==> config.mk <==
export PLATFORM = sky130hd
export DESIGN_NAME = frame_dump_tx
export DESIGN_NICKNAME = d
export VERILOG_FILES = /design/src/rtl/frame_dump_tx.sv
export SDC_FILE = /design/constraint.sdc
export NUM_CORES = 1
export LEC_CHECK = 0
export CORE_ASPECT_RATIO = 0.9
export CORE_MARGIN = 2
export CORE_UTILIZATION = 40
export CTS_CLUSTER_DIAMETER = 150
export DETAILED_ROUTE_END_ITERATION = 8
export SLEW_MARGIN = 10
export SYNTH_ARGS = -nofsm -noshare
export SYNTH_HDL_FRONTEND = slang
export SYNTH_SLANG_ARGS = --single-unit
export TNS_END_PERCENT = 20
==> constraint.sdc <==
create_clock -name clk -period 4.2 [get_ports clk]
set_input_delay 0.84 -clock clk [delete_from_list [all_inputs] [get_ports clk]]
set_output_delay 0.84 -clock clk [all_outputs]
set_load 0.01 [all_outputs]
==> src/rtl/frame_dump_tx.sv <==
// frame_dump_tx: streams a pixel RAM out over UART 8N1.
// Three bytes per 24-bit word, MSB byte first.
module frame_dump_tx #(
  parameter int ADDR_BITS    = 10,
  parameter int RAM_WIDTH    = 24,
  parameter int NUM_WORDS    = 1024,
  parameter int CLKS_PER_BIT = 434
) (
  input  logic                 clk,
  input  logic                 reset,
  input  logic                 start,
  output logic [ADDR_BITS-1:0] mem_addr,
  input  logic [RAM_WIDTH-1:0] mem_do,
  output logic                 tx,
  output logic                 busy,
  output logic                 done
);

  localparam int BW =
    (CLKS_PER_BIT > 1) ? $clog2(CLKS_PER_BIT) : 1;
  localparam logic [BW-1:0] BAUD_LAST =
    BW'(CLKS_PER_BIT - 1);
  localparam logic [ADDR_BITS-1:0] ADDR_LAST =
    ADDR_BITS'(NUM_WORDS - 1);

  typedef enum logic [2:0] {
    S_IDLE,
    S_ADDR,
    S_LATCH,
    S_START,
    S_DATA,
    S_STOP,
    S_FIN
  } state_t;

  state_t                 state, state_nxt;
  logic [BW-1:0]          baud, baud_nxt;
  logic [2:0]             bit_idx, bit_nxt;
  logic [1:0]             byte_idx, byte_nxt;
  logic [ADDR_BITS-1:0]   addr_nxt;
  logic [RAM_WIDTH-1:0]   word, word_nxt;
  logic [7:0]             shift, shift_nxt;
  logic [7:0]             byte_sel;
  logic                   tx_nxt;
  logic                   busy_nxt;
  logic                   done_nxt;
  logic                   tick;

  assign tick = (baud == BAUD_LAST);

  // Pick the byte of the latched word for the current slot.
  always_comb begin
    byte_sel = word[7:0];
    unique case (1'b1)
      (byte_idx == 2'd0): byte_sel = word[23:16];
      (byte_idx == 2'd1): byte_sel = word[15:8];
      default:            byte_sel = word[7:0];
    endcase
  end

  // Next-state logic; every output is registered from here.
  always_comb begin
    state_nxt = state;
    baud_nxt  = baud;
    bit_nxt   = bit_idx;
    byte_nxt  = byte_idx;
    addr_nxt  = mem_addr;
    word_nxt  = word;
    shift_nxt = shift;
    tx_nxt    = 1'b1;
    busy_nxt  = busy;
    done_nxt  = 1'b0;
    unique case (state)
      S_IDLE: begin
        if (start) begin
          state_nxt = S_ADDR;
          addr_nxt  = '0;
          busy_nxt  = 1'b1;
        end
      end
      S_ADDR: begin
        state_nxt = S_LATCH;
      end
      S_LATCH: begin
        word_nxt  = mem_do;
        byte_nxt  = 2'd0;
        baud_nxt  = '0;
        state_nxt = S_START;
      end
      S_START: begin
        tx_nxt    = 1'b0;
        shift_nxt = byte_sel;
        if (tick) begin
          baud_nxt  = '0;
          bit_nxt   = 3'd0;
          state_nxt = S_DATA;
        end else begin
          baud_nxt = baud + 1'b1;
        end
      end
      S_DATA: begin
        tx_nxt = shift[0];
        if (tick) begin
          baud_nxt  = '0;
          shift_nxt = {1'b0, shift[7:1]};
          if (bit_idx == 3'd7) begin
            state_nxt = S_STOP;
          end else begin
            bit_nxt = bit_idx + 1'b1;
          end
        end else begin
          baud_nxt = baud + 1'b1;
        end
      end
      S_STOP: begin
        if (tick) begin
          baud_nxt = '0;
          if (byte_idx < 2'd2) begin
            byte_nxt  = byte_idx + 1'b1;
            state_nxt = S_START;
          end else if (mem_addr == ADDR_LAST) begin
            state_nxt = S_FIN;
          end else begin
            addr_nxt  = mem_addr + 1'b1;
            state_nxt = S_ADDR;
          end
        end else begin
          baud_nxt = baud + 1'b1;
        end
      end
      S_FIN: begin
        done_nxt  = 1'b1;
        busy_nxt  = 1'b0;
        state_nxt = S_IDLE;
      end
      default: begin
        state_nxt = S_IDLE;
      end
    endcase
  end

  // State and output registers.
  always_ff @(posedge clk) begin
    if (reset) begin
      state    <= S_IDLE;
      baud     <= '0;
      bit_idx  <= '0;
      byte_idx <= '0;
      mem_addr <= '0;
      word     <= '0;
      shift    <= '0;
      tx       <= 1'b1;
      busy     <= 1'b0;
      done     <= 1'b0;
    end else begin
      state    <= state_nxt;
      baud     <= baud_nxt;
      bit_idx  <= bit_nxt;
      byte_idx <= byte_nxt;
      mem_addr <= addr_nxt;
      word     <= word_nxt;
      shift    <= shift_nxt;
      tx       <= tx_nxt;
      busy     <= busy_nxt;
      done     <= done_nxt;
    end
  end

endmodule
; ---- Word-level counts from Yosys, hierarchy flattened
; Index checks and enable logic that the tools add are counted.
[totals]
register_bits = 62
input_bits = 27
output_inout_bits = 13
wordCells = 77
[classes]
n_addsub = 4
order_cmp = 1
eq_ne = 19
muxes = 29
reduce_logical = 14
[ops]
columns = op, n
row1 = two-way mux 10 bit, 4
row2 = one-hot mux 8 bit (2 select lines), 2
row3 = two-way mux 3 bit, 10
row4 = one-hot mux 10 bit (2 select lines), 1
row5 = "inequality test 2 bit, second input constant", 9
row6 = one-hot mux 3 bit (6 select lines), 1
row7 = one-hot mux 9 bit (2 select lines), 1
row8 = "== test 3 bit, second input constant", 4
row9 = "adder 10 x 1 -> 10 bit, second input constant", 1
row10 = "== test 10 bit, second input constant", 1
row11 = AND reduction 5 bit, 2
row12 = nonzero test 2 bit, 5
row13 = "adder 9 x 1 -> 9 bit, second input constant", 1
row14 = "== test 9 bit, second input constant", 1
row15 = two-way mux 9 bit, 1
row16 = two-way mux 8 bit, 1
row17 = "== test 3 x 2 -> 1 bit, second input constant", 2
row18 = one-hot mux 3 bit (2 select lines), 1
row19 = two-way mux 2 bit, 2
row20 = one-hot mux 1 bit (2 select lines), 2
row21 = one-hot mux 2 bit (2 select lines), 1
row22 = AND reduction 2 bit, 2
row23 = AND reduction 4 bit, 1
row24 = "adder 3 x 1 -> 3 bit, second input constant", 1
row25 = other kinds (9), 10

; ---- Longest topological paths before layout
[logic_depth]
ltp_word = 5
mapped_depth = 9
depth_no_buf = 7

; ---- Worst setup path after synthesis
; OpenSTA, ideal clock, no wires.
[synth_timing]
kind = register -> register
startpoint = reg baud[0]
endpoint = reg mem_addr[9]
setup_time_ps = 70
arrival_ps = 1809
required_time_ps = 4130
slack_ps = 2320
path_stages_with_launch = 8
n_path_buf = 1
period_less_slack_ps = 1880
cell_sequence = dfxtp_1 > ha_1 > nand4b_1 > nor4_4 > a32oi_1 > buf_2 > or4_1 > a21oi_1
[synth_via]
elab_chain_cells = 3
[synth_rtl]
columns = item, line
row1 = "start, declared", 37  ; logic [BW-1:0] baud, baud_nxt;
row2 = "start signal, assigned", 157  ; baud <= baud_nxt;
row3 = == test 9 bit, 49  ; assign tick = (baud == BAUD_LAST);
row4 = inequality test 2 bit (no line), n/a
row5 = AND reduction 5 bit (no line), n/a
row6 = "end signal, assigned", 160  ; mem_addr <= addr_nxt;
row7 = "end, declared", 12  ; output logic [ADDR_BITS-1:0] mem_addr,
; Every way passes these cells.
; A chain may end at the register's enable or synchronous reset.

; ---- Worst setup path after layout
[layout_timing]
startpoint = reg baud[0]
endpoint = reg shift[6]
[layout_via]
elab_chain_cells = 3
[layout_rtl]
columns = item, line
row1 = == test 9 bit, 49
row2 = inequality test 2 bit (no line), n/a
row3 = AND reduction 2 bit (no line), n/a
row4 = "end signal, assigned", 162  ; shift <= shift_nxt;
row5 = "end, declared", 42  ; logic [7:0] shift, shift_nxt;
; Every way passes these cells.

==> flow_metrics.env <==
export IMPL_viasPerCell=5.32
export IMPL_clock_tree_buffer_depth=2
export IMPL_avgSynthCellArea_um2=7.83
export IMPL_yosys_top_cells_area="dfxtp_1, nand2_1, a21oi_1"
export IMPL_hpwl_um=4600
export IMPL_cts_tree="yes"
export IMPL_cellPowerDensity_nw_per_um2=373
export IMPL_htree_levels=3
export IMPL_synth_cell_area_um2=2910
export IMPL_rsz0062_at_grt="no"
export IMPL_io_pins=40
export IMPL_switching_share=0.243
export IMPL_synth_cell_type_count=42
export IMPL_crit_top_cell="a21oi_1"
export IMPL_clock_latency_ns=0.33
export IMPL_vias=2657
export IMPL_post_cts_buffers=0
export IMPL_diodes=0
export IMPL_p_sw_uw=324
export IMPL_hold_viol=0
export IMPL_grt_max_degree=32
export IMPL_yosys_area_share_simple=0.251
export IMPL_crit_family="compound AO/OA/AOI/OAI gates"
export IMPL_crit_chain="ha_1 > nand4b_1 > nor4_4 > a21oi_1 > a311o_1 > a21oi_1"
export IMPL_grt_use_total=0.179
export IMPL_synth_edf_count=0
export IMPL_syn2layout_area_growth_pct=22.7
export IMPL_max_slew_margin=0.339
export IMPL_async_flop_share=0
export IMPL_final_util=0.508
export IMPL_power_leakage_uw=0.00122
export IMPL_coreArea_um2=7040
export IMPL_synth_compound_area_frac=0.218
export IMPL_die_h_um=85.0
export IMPL_dieArea_um2=7980
export IMPL_drc=0
export IMPL_synthXorXnorAreaFrac=0.0210
export IMPL_path_max_fanout=14
export IMPL_worstPathArrival_ns=2.76
export IMPL_syn_inst=372
export IMPL_place_congestion=0.767
export IMPL_synth_top_family_by_area="simple AND/OR/NAND/NOR gates"
export IMPL_fin_crit_sh=0.594
export IMPL_grt_pass1_wl_um=11300
export IMPL_peakVddDrop_v=0.000217
export IMPL_stdcell_count=499
export IMPL_cp_required_ns=4.46
export IMPL_initial_utilization=0.414
export IMPL_cts_root_buffer="clkbuf_8"
export IMPL_synth_seq_cells=62
export IMPL_ys_warn_count=0
export IMPL_rows=29
export IMPL_status="complete, no violations"
export IMPL_dp_cells=483
export IMPL_wl_per_cell_um=13.4
export IMPL_synthAdderAreaFrac=0.0301
export IMPL_fin_setup_tns_ns=0
export IMPL_intPower_uw=1010
export IMPL_critical_path_class="flop to flop"
export IMPL_drive_gt1_frac=0.0714
export IMPL_portBuffers=39
export IMPL_period_needed_ns=2.50
export IMPL_r2r_setup_slack_ns=1.70
export IMPL_synthMuxAreaShare=0.00344
export IMPL_clock_power_share=0.438
export IMPL_maxCapViolCount=0
export IMPL_synth_area_leader_cell="dfxtp_1"
export IMPL_synth_top_area_frac=0.426
export IMPL_power_frac_comb=0.094
export IMPL_setup_violations_final=0
export IMPL_seq_area_frac_synth=0.426
export IMPL_cts_buffers=9
export IMPL_ctsHoldBuffers=0
export IMPL_drt_iter0_drc=192
export IMPL_hold_path_class="flop to flop"
export IMPL_totalWireLength_um=6680
export IMPL_cts_sinks=62
export IMPL_critPathBufInv=0
export IMPL_synthesis_nets=406
export IMPL_crit_path_end_kind="flop"
export IMPL_ant_nets=0
export IMPL_drtPass1Iterations=5
export IMPL_die_w_um=94.0
export IMPL_clk_pin_slew_ns=0.07
export IMPL_grt_pass1_vias=2460
export IMPL_nFillCells=708
export IMPL_pre_cts_slack_ns=1.68
export IMPL_finalWorstSetupSlack_ns=1.70
export IMPL_max_stage_delay_ns=0.55
export IMPL_cp_slowest_cell="nor4_4"
export IMPL_critPathLaunchType="flop"
export IMPL_drv_slew=0
export IMPL_pwr_share_seq=0.468
export IMPL_max_freq_ghz=0.401
export IMPL_cts_resized=0
export IMPL_antenna_found_initial=0
export IMPL_nets=435
export IMPL_ys_flop_type="dfxtp_1"
export IMPL_worstMarginPinSlew_ns=0.991
export IMPL_grt_ovfl_total=0
export IMPL_skew_ns=0.00279
==> cell usage in the layout (no fill, tap or decap), types with 3 or more instances in the layout <==
master,n
nor3_1,5
ha_1,7
nand4_1,9
inv_1,9
or3b_2,4
nor2_1,32
or4_1,6
a31oi_1,3
a22oi_1,9
o21ai_0,12
or3_1,6
xor2_1,5
o31ai_1,5
nand3_1,5
and3_1,4
clkbuf_8,10
clkdlybuf4s50_1,39
a21oi_1,51
buf_4,6
nand2_1,79
a311o_1,6
dfxtp_1,62
==> layout make-up <==
type | instances | area [µm²] | area share
inverters | 9 | 33.8 | 0.00945
clock inverters | 6 | 85.1 | 0.0238
flip-flops and latches | 62 | 1240 | 0.347
clock buffers | 10 | 138 | 0.0385
multi-input cells | 274 | 1530 | 0.427
repair buffers | 45 | 435 | 0.122
well taps | 93 | 116 | 0.0326
==> final timing paths <==
path,start,endpoint,cells after the start
worst max-delay path,baud[0],shift[6],6
worst min-delay path,shift[0],shift[0],2
worst max register to register,baud[0],shift[6],6
worst min register to register,shift[0],shift[0],2
==> state kept, by name (all words and copies together) (netlist names) <==
signal and flops:
word 24, mem_addr 10, baud 9, shift 8
bit_idx 3, state 3, byte_idx 2, busy 1
done 1, tx 1
==> metal layers <==
| layer | global-route usage | wire (µm) |
|---|---|---|
| met1 | 0.242 | 3290 |
| met2 | 0.275 | 3010 |
| met3 | 0.0524 | 283 |
| met4 | 0.0593 | 90 |
| met5 | 0 | 0 |
==> stage by stage <==
stage | cell area (µm²) | power [µW] | hold WS [ns]
after global placement | 3350 | 761 | 0.432
after detailed placement | 3350 | 763 | 0.439
final | 3570 | 1330 | 0.447
after floorplan | 2910 | 711 | 0.425
after CTS | 3570 | 1350 | 0.449
after global routing | 3570 | 1390 | 0.472
==> power groups by stage <==
stage | combinational, µW | clock (µW) | sequential [µW]
finish | 125 | 585 | 624
floorplan | 79.7 | 0 | 631
CTS | 126 | 601 | 624
global placement | 125 | 0 | 636
global route | 142 | 624 | 627
detailed placement | 126 | 0 | 637
==> worst min-delay path, stage by stage (launching register included) <==
cell and delay [ns]:
dfxtp_1 0.31, inv_1 0.05, a21oi_1 0.05
==> synthesized netlist by cell type, drive strengths merged, types with 2 or more instances <==
cell,count
a22oi,9
clkbuf,16
o21a,2
xnor2,2
nor3,5
and4,2
or3,6
a21oi,51
a311o,6
o21ai,12
and3,4
ha,7
dfxtp,62
o31ai,5
o311ai,2
or3b,4
nand3,5
nand2,79
xor2,5
nor2b,2
inv,9
a31oi,3
a211oi,2
nand4,9
or4,6
buf,11
nor2,32
a311oi,2
==> cells by family after synthesis <==
family,after synthesis
AND/OR/NAND/NOR,157
AO/OA/AOI/OAI,102
flip-flops,62
buffers and inverters,36
XOR/XNOR,7
adder cells (fa/ha/maj),7
multiplexers,1
Note: power is estimated with default switching activity, not from simulation.
